===== src/rtl/enc_emu.sv =====
// enc_emu: quadrature encoder emulator, spreads N steps evenly over a gate window.
// Define ENC_EMU_ILLEGAL_INJ_EN to add the illegal-transition injector.
module enc_emu #(
  parameter int CLK_HZ    = 100_000_000,
  parameter int GATE_HZ   = 200,
  parameter int MINPW_CYC = 50
) (
  input  logic               clk,
  input  logic               rst_n,
  input  logic               enable,
  input  logic               cmd_valid,
  input  logic signed [15:0] cmd_cnt,
  input  logic               inj_illegal,
  output logic               enc_a,
  output logic               enc_b,
  output logic               win_valid,
  output logic signed [15:0] step_total,
  output logic               clip
);

  localparam int unsigned G       = CLK_HZ / GATE_HZ;
  localparam int unsigned MAXSTEP = G / MINPW_CYC;

  logic [31:0]        gate_q, gate_d;
  logic               gate_pulse;
  logic signed [15:0] pend_q, pend_d;
  logic signed [15:0] ld_cmd;
  logic [16:0]        ld_ext, ld_mag;
  logic               ld_clip;
  logic [16:0]        n_q, n_d;
  logic               fwd_q, fwd_d;
  logic               clip_q, clip_d;
  logic [31:0]        acc_q, acc_d;
  logic [32:0]        sum;
  logic               hit, step;
  logic signed [15:0] delta;
  logic signed [15:0] cnt_q, cnt_d;
  logic signed [15:0] tot_q, tot_d;
  logic               wv_q, wv_d;
  logic [1:0]         ab_q, ab_d;
  logic               inj_rise;

`ifdef ENC_EMU_ILLEGAL_INJ_EN
  logic inj_q;

  always_ff @(posedge clk or negedge rst_n) begin
    if (!rst_n) inj_q <= 1'b0;
    else        inj_q <= inj_illegal;
  end

  assign inj_rise = inj_illegal & ~inj_q;
`else
  logic unused_inj;

  assign unused_inj = inj_illegal;
  assign inj_rise   = 1'b0;
`endif

  assign gate_pulse = (gate_q == G - 1);

  // |-32768| must come out as 32768, hence the 17-bit sign extension
  assign ld_cmd  = cmd_valid ? cmd_cnt : pend_q;
  assign ld_ext  = {ld_cmd[15], ld_cmd};
  assign ld_mag  = ld_cmd[15] ? (~ld_ext + 17'd1) : ld_ext;
  assign ld_clip = 32'(ld_mag) > MAXSTEP;

  assign sum  = {16'd0, n_q} + {1'b0, acc_q};
  assign hit  = enable && (sum >= 33'(G));
  assign step = hit && !inj_rise;

  always_comb begin
    delta = 16'sd0;
    if (step) delta = fwd_q ? 16'sd1 : -16'sd1;
  end

  always_comb begin
    gate_d = gate_pulse ? 32'd0 : gate_q + 32'd1;
    pend_d = cmd_valid ? cmd_cnt : pend_q;
    n_d    = n_q;
    fwd_d  = fwd_q;
    clip_d = clip_q;
    if (gate_pulse) begin
      n_d    = ld_clip ? 17'(MAXSTEP) : ld_mag;
      fwd_d  = ~ld_cmd[15];
      clip_d = ld_clip;
    end
  end

  always_comb begin
    acc_d = sum[31:0];
    if (!enable || gate_pulse) acc_d = 32'd0;
    else if (hit)              acc_d = 32'(sum - 33'(G));
  end

  always_comb begin
    cnt_d = cnt_q + delta;
    tot_d = tot_q;
    wv_d  = gate_pulse;
    if (gate_pulse) begin
      tot_d = cnt_q + delta;
      cnt_d = 16'sd0;
    end
  end

  // ab_q is {a,b}; forward walks 00-01-11-10, reverse the other way
  always_comb begin
    ab_d = ab_q;
    if (inj_rise) begin
      ab_d = ~ab_q;
    end else if (step) begin
      case (ab_q)
        2'b00:   ab_d = fwd_q ? 2'b01 : 2'b10;
        2'b01:   ab_d = fwd_q ? 2'b11 : 2'b00;
        2'b11:   ab_d = fwd_q ? 2'b10 : 2'b01;
        default: ab_d = fwd_q ? 2'b00 : 2'b11;
      endcase
    end
  end

  always_ff @(posedge clk or negedge rst_n) begin
    if (!rst_n) begin
      gate_q <= 32'd0;
      pend_q <= 16'sd0;
      n_q    <= 17'd0;
      fwd_q  <= 1'b1;
      clip_q <= 1'b0;
      acc_q  <= 32'd0;
      cnt_q  <= 16'sd0;
      tot_q  <= 16'sd0;
      wv_q   <= 1'b0;
      ab_q   <= 2'b00;
    end else begin
      gate_q <= gate_d;
      pend_q <= pend_d;
      n_q    <= n_d;
      fwd_q  <= fwd_d;
      clip_q <= clip_d;
      acc_q  <= acc_d;
      cnt_q  <= cnt_d;
      tot_q  <= tot_d;
      wv_q   <= wv_d;
      ab_q   <= ab_d;
    end
  end

  assign enc_a      = ab_q[1];
  assign enc_b      = ab_q[0];
  assign win_valid  = wv_q;
  assign step_total = tot_q;
  assign clip       = clip_q;

endmodule


===== config.mk =====
export PLATFORM = sky130hd
export DESIGN_NAME = enc_emu
export DESIGN_NICKNAME = d
export VERILOG_FILES = /design/src/rtl/enc_emu.sv
export SDC_FILE = /design/constraint.sdc
export NUM_CORES = 1
export LEC_CHECK = 0
export ABC_AREA = 1
export BUFFER_PORTS_ARGS = -buffer_cell sky130_fd_sc_hd__buf_2
export CELL_PAD_IN_SITES_DETAIL_PLACEMENT = 1
export CELL_PAD_IN_SITES_GLOBAL_PLACEMENT = 2
export CORE_AREA = 2 2 157 159
export DETAILED_ROUTE_END_ITERATION = 8
export DIE_AREA = 0 0 159 161
export PLACE_DENSITY = 0.83
export SLEW_MARGIN = 10
export SYNTH_ARGS = -nofsm -noshare
export SYNTH_HDL_FRONTEND = slang
export SYNTH_SLANG_ARGS = --single-unit

===== constraint.sdc =====
create_clock -name clk -period 8.9 [get_ports clk]
set_input_delay 0.445 -clock clk [delete_from_list [all_inputs] [get_ports clk]]
set_output_delay 0.445 -clock clk [all_outputs]
set_load 0.01 [all_outputs]

==> results.sh, run 1 <==
export IMPL_syn_to_final_growth_pct=12.4
export IMPL_wire_per_inst_um=15.6
export IMPL_synth_seq_cells=134
export IMPL_cts_repair_resized=0
export IMPL_drt_first_pass_iters=4
export IMPL_via_per_inst=4.96
export IMPL_grt_pass1_vias=8712
export IMPL_rows=57
export IMPL_tns_ns=0
export IMPL_initial_core_util=0.383
export IMPL_clkTransAtPathRegs_ns=0.07
export IMPL_powerDensity_nw_per_um2=203
export IMPL_criticalPathCategory="flip-flop to flip-flop"
export IMPL_synth_edff_count=0
export IMPL_final_common_cell="nand2_1"
export IMPL_io_buffers=39
export IMPL_crit_path_top_delay_cell="inv_1"
export IMPL_start_kind="flip-flop"
export IMPL_post_cts_buffers=0
export IMPL_syn_cell_area_um2=9180
export IMPL_place_congestion=0.819
export IMPL_worst_slack_ns=3.47
export IMPL_crit_top_cell="nand2_1"
export IMPL_cts_max_level=4
export IMPL_num_antenna_cells=0
export IMPL_slew_viol_final=0
export IMPL_worstSetupEndpointType="flip-flop"
export IMPL_critPathRequiredTime_ns=9.21
export IMPL_hold_class="input port to async pin"
export IMPL_route_vias_total=8317
export IMPL_top_layer_used="met4"
export IMPL_path_max_fanout=15
export IMPL_wl_um=26100
export IMPL_synthCells=1298
export IMPL_finalPower_mw=2.09
export IMPL_dieArea_um2=25600
export IMPL_ioPinCount=41
export IMPL_slowest_delay_ns=0.61
export IMPL_core_um2=24000
export IMPL_rsz0062_at_grt="false"
export IMPL_root_buffer="clkbuf_16"
export IMPL_fin_crit_sh=0.610
export IMPL_overflow=0
export IMPL_wl_met2_um=12700
export IMPL_cts_tree="yes"
export IMPL_layout_common_cells="nand2_1, inv_1, nor2_1"
export IMPL_skew_ns=0.0114
export IMPL_ir_drop_mv=0.135
export IMPL_hpwl_um=20000
export IMPL_postSynthAreaPerCell_um2=7.07
export IMPL_yosysSeqAreaShare=0.366
export IMPL_dpl_cell_count=1645
export IMPL_grt_pass1_wl_um=44400
export IMPL_die_y_um=161
export IMPL_met1_length_um=12700
export IMPL_synth_main_ff_cell="dfrtp_1"
export IMPL_track_usage=0.214
export IMPL_hold_viol=0
export IMPL_final_cells=1677
export IMPL_setup_viol=0
export IMPL_drive_above_1_share=0.121
export IMPL_grt_max_degree=88
export IMPL_wl_met3_um=442
export IMPL_antenna_found_initial=0
export IMPL_drc=0
export IMPL_max_freq_mhz=184
export IMPL_ys_types=61
export IMPL_synth_warning_count=0
export IMPL_ctsHoldBuffers=0
export IMPL_clock_latency_ns=0.42
export IMPL_status="completed"
export IMPL_syn_nets=1343
export IMPL_max_slew_worst_pin_slew_ns=0.964
export IMPL_numCtsBuffers=17
export IMPL_finalNetCount=1385
export IMPL_clk_path_buf_depth=2
export IMPL_max_slew_margin_rel=0.350
export IMPL_die_w_um=159
export IMPL_p_leak_nw=5.36
export IMPL_maxCapViolations=0
export IMPL_pre_cts_ws_ns=3.46
export IMPL_drt_iter0_markers=362
export IMPL_drt_antenna_violating_nets=0
export IMPL_fin_util=0.430
export IMPL_async_flop_share=1.00
export IMPL_clock_sinks=134
export IMPL_fin_crit_ns=5.43
export IMPL_worstPathArrival_ns=5.73
sequential cells by signal (all words and copies together), names as in the netlist:
signal	count
pend_q	16
step_total	16
gate_q	32
ab_q	2
n_q	17
acc_q	32
clip	1
fwd_q	1
win_valid	1
cnt_q	16
cell usage after synthesis (all sizes together), types with 2 or more instances:
cell type / instances / area share
or2: 13 / 0.0089
nor2: 172 / 0.079
a21oi: 37 / 0.021
nor3: 36 / 0.021
nand4: 31 / 0.021
mux2i: 4 / 0.0044
o21a: 2 / 0.0016
inv: 193 / 0.079
buf: 6 / 0.0056
o41ai: 10 / 0.010
o21bai: 8 / 0.0070
a31oi: 2 / 0.0014
nor3b: 4 / 0.0033
nand3: 92 / 0.054
and2: 2 / 0.0014
nand2: 369 / 0.16
nor4: 7 / 0.0048
xor2: 49 / 0.052
nand3b: 5 / 0.0041
dfrtp: 133 / 0.36
o31ai: 7 / 0.0057
clkbuf: 15 / 0.0061
ha: 23 / 0.031
xnor2: 13 / 0.012
o211ai: 2 / 0.0016
clkinv: 5 / 0.0020
o21ai: 43 / 0.023
final cells by class:
type                       count  area, um2
fill                        3142      13600
timing repair buffer          44        239
sequential                   134       3350
clock buffer                  18        429
multi-input combinational    945       4970
inverter                     198        746
tap                          324        405
clock inverter                14        174
path summary, 6_finish.rpt:
check | start | end | slack [ns] | depth (start not counted)
setup / recovery | n_q[0]$_DFFE_PN0P_ | step_total[12]$_DFFE_PN0P_ | 3.47 | 31
hold / removal | rst_n | gate_q[31]$_DFF_PN0_ | 0.1 | 1
setup reg to reg | n_q[0]$_DFFE_PN0P_ | step_total[12]$_DFFE_PN0P_ | 3.47 | 31
hold reg to reg | step_total[9]$_DFFE_PN0P_ | step_total[9]$_DFFE_PN0P_ | 0.47 | 2
max in group asynchronous | rst_n | n_q[12]$_DFFE_PN0P_ | 7.60 | 2
min in group clk | cmd_cnt[2] | pend_q[2]$_DFF_PN0_ | 0.32 | 3
report_power, final:
part	internal (mW)	switching (mW)	leakage, nW
clock	0.444	0.288	0.295
sequential	0.639	0.00900	1.59
combinational	0.217	0.497	3.48
total	1.30	0.794	5.36
per-stage QoR:
step / hold WS (ns) / instance area [um2]
final: 0.0982 / 10300
after global routing: 0.153 / 10300
after CTS: 0.116 / 10300
after detailed placement: 0.464 / 9710
after global placement: 0.449 / 9710
after floorplan: 0.149 / 9180
worst max-delay path, delay by kind of cell (launching register included):
family,cells,cell delay (ns)
AOI/OAI and AO/OA,1,0.22
xor gates and xnor gates,1,0.28
and+or+nand+nor,20,2.21
adders and majority gates,5,1.43
DFF,1,0.38
buffers and inverters,4,0.77
layer usage:
layer / vias to the layer above / GRT usage
li1: 4216 / -
met1: 4015 / 0.289
met2: 68 / 0.371
met3: 18 / 0.0247
met4: 0 / 0.0446
met5: - / 0
cell families (layout without fill, tap and decap cells):
| group | count (synthesis) | count (layout) | synth area share |
|---|---|---|---|
| compound gates | 122 | 122 | 0.0825 |
| simple gates | 733 | 733 | 0.356 |
| flops | 134 | 134 | 0.366 |
| mux | 4 | 4 | 0.00436 |
| buf+inv | 219 | 274 | 0.0930 |
| fa+ha+maj | 24 | 24 | 0.0335 |
| xor+xnor | 62 | 62 | 0.0645 |
(Power assumes the default switching activity.)
==> run 2, diff against run 1 <==
- CORE_AREA: 2 2 157 159 -> 2 2 170 172
- DIE_AREA: 0 0 159 161 -> 0 0 172 174
- PLACE_DENSITY: 0.83 -> 0.75
- clock period: 8.9 -> 4.6 ns (I/O delays scaled with it)
==> results.sh, run 2 (same netlist as run 1, synthesis figures left out) <==
export IMPL_slew_viol_final=0
export IMPL_clock_latency_ns=0.43
export IMPL_place_congestion=0.806
export IMPL_status="completed"
export IMPL_drt_antenna_violating_nets=0
export IMPL_max_freq_mhz=241
export IMPL_r2r_setup_slack_ns=0.46
export IMPL_powerDensity_nw_per_um2=377
export IMPL_syn_to_final_growth_pct=14.2
export IMPL_critical_path_endpoint="step_total[12]$_DFFE_PN0P_"
export IMPL_worstSetupEndpointType="flip-flop"
export IMPL_die_w_um=172
export IMPL_hold_class="input port to flip-flop"
export IMPL_regToRegStartpoint="n_q[3]$_DFFE_PN0P_"
export IMPL_criticalPathCategory="flip-flop to flip-flop"
export IMPL_maxCapViolations=0
export IMPL_clk_path_buf_depth=2
export IMPL_grt_max_degree=98
export IMPL_route_vias_total=8329
export IMPL_skew_ns=0.0132
export IMPL_clkTransAtPathRegs_ns=0.07
export IMPL_start_kind="flip-flop"
export IMPL_max_slew_worst_pin_slew_ns=0.955
export IMPL_path_max_fanout=7
export IMPL_overflow=0
export IMPL_fin_crit_ns=4.14
export IMPL_cts_tree="yes"
export IMPL_die_y_um=174
export IMPL_setup_viol=0
export IMPL_fin_crit_sh=0.901
export IMPL_num_antenna_cells=0
export IMPL_via_per_inst=4.76
export IMPL_ioPinCount=41
export IMPL_ir_drop_mv=0.238
export IMPL_rr_endpoint="step_total[12]$_DFFE_PN0P_"
export IMPL_top_regs="acc_q (32), gate_q (32), n_q (17)"
export IMPL_core_um2=28200
export IMPL_critPathRequiredTime_ns=4.91
export IMPL_wire_per_inst_um=15.4
export IMPL_io_buffers=39
export IMPL_drc=0
export IMPL_antenna_found_initial=0
export IMPL_wl_met3_um=436
export IMPL_crit_top_cell="nand2_1"
export IMPL_top_layer_used="met4"
export IMPL_cts_max_level=4
export IMPL_dieArea_um2=29900
export IMPL_drive_above_1_share=0.136
export IMPL_initial_core_util=0.325
export IMPL_hold_viol=0
export IMPL_met1_length_um=13200
export IMPL_wl_um=26900
export IMPL_p_leak_nw=5.38
export IMPL_hold_slack_ns=0.110
export IMPL_layout_common_cells="nand2_1, inv_1, nor2_1"
export IMPL_grt_pass1_vias=8847
export IMPL_clock_sinks=134
export IMPL_finalPower_mw=3.95
export IMPL_numCtsBuffers=17
export IMPL_track_usage=0.190
export IMPL_wl_met2_um=12800
export IMPL_drt_first_pass_iters=4
export IMPL_crit_path_top_delay_cell="dfrtp_1"
export IMPL_finalNetCount=1399
export IMPL_hpwl_um=20800
export IMPL_drt_iter0_markers=251
export IMPL_startpoint="n_q[3]$_DFFE_PN0P_"
export IMPL_root_buffer="clkbuf_16"
export IMPL_max_slew_margin_rel=0.363
export IMPL_rows=62
export IMPL_slowest_delay_ns=0.40
export IMPL_grt_pass1_wl_um=45300
export IMPL_worstPathArrival_ns=4.45
export IMPL_r2r_cells=29
export IMPL_final_common_cell="nand2_1"
[run 2: cell count changes in the layout (fill, tap and decap cells not counted), moves of 2 or more]
cell and delta:
bufinv_16 -3, clkinvlp_4 +4, nand2_1 -3, nand2_2 +3
xor2_2 +2, xor2_1 -2, buf_4 +12
[run 2: what timing repair did]
action                     CTS  global route
buffers inserted             0             4
resized for setup            0            12
hold buffers                 1             0
hold endpoints to repair    81             0
setup endpoints to repair    0            27
[run 2: critical path: cells and delay by family (launching register included)]
family / cells / cell delay, ns
buf+inv: 4 / 0.25
fa+ha+maj: 3 / 0.78
xor+xnor: 1 / 0.21
compound gates: 1 / 0.22
simple gates: 20 / 2.15
flops: 1 / 0.40
[run 2: final cells by class]
type	count	area (um2)
clock buffers	18	429
clock inverters	14	105
fillers	3618	17800
inverters	198	748
multi-input cells	945	5010
flip-flops and latches	134	3350
well taps	384	480
repair buffers	58	350
[run 2: where the power goes]
group | switching, mW | internal (mW)
clock | 0.572 | 0.691
combinational | 0.987 | 0.448
sequential | 0.0172 | 1.24
[run 2: metal layers]
layer  track usage  vias to the layer above
met3        0.0209                       22
met4        0.0480                        0
li1              -                     4236
met1         0.257                     4006
met5             0                        -
met2         0.324                       65
[run 2: how the worst min path moves through the flow]
stage / from / end / slack, ns / cells past startpoint
final: cmd_cnt[2] / pend_q[2]$_DFF_PN0_ / 0.11 / 3
after global routing: cmd_cnt[3] / pend_q[3]$_DFF_PN0_ / 0.13 / 3
after CTS: cmd_cnt[3] / pend_q[3]$_DFF_PN0_ / 0.1 / 3
after detailed placement: rst_n / gate_q[25]$_DFF_PN0_ / 0.42 / 1
after global placement: rst_n / gate_q[25]$_DFF_PN0_ / 0.41 / 1
after floorplan: rst_n / ab_q[0]$_DFFE_PN0N_ / -0.07 / 0
[run 2: through the flow]
step	setup slack (ns)	std cells	utilization	instance area (um2)	TNS (ns)
floorplan	0.596	1298	-	9180	0
global placement	0.269	1714	0.349	9850	0
detailed placement	0.213	1714	0.349	9850	0
CTS	0.160	1747	0.368	10400	0
global route	-0.00779	1751	0.371	10500	-0.0141
finish	0.457	1751	0.371	10500	0
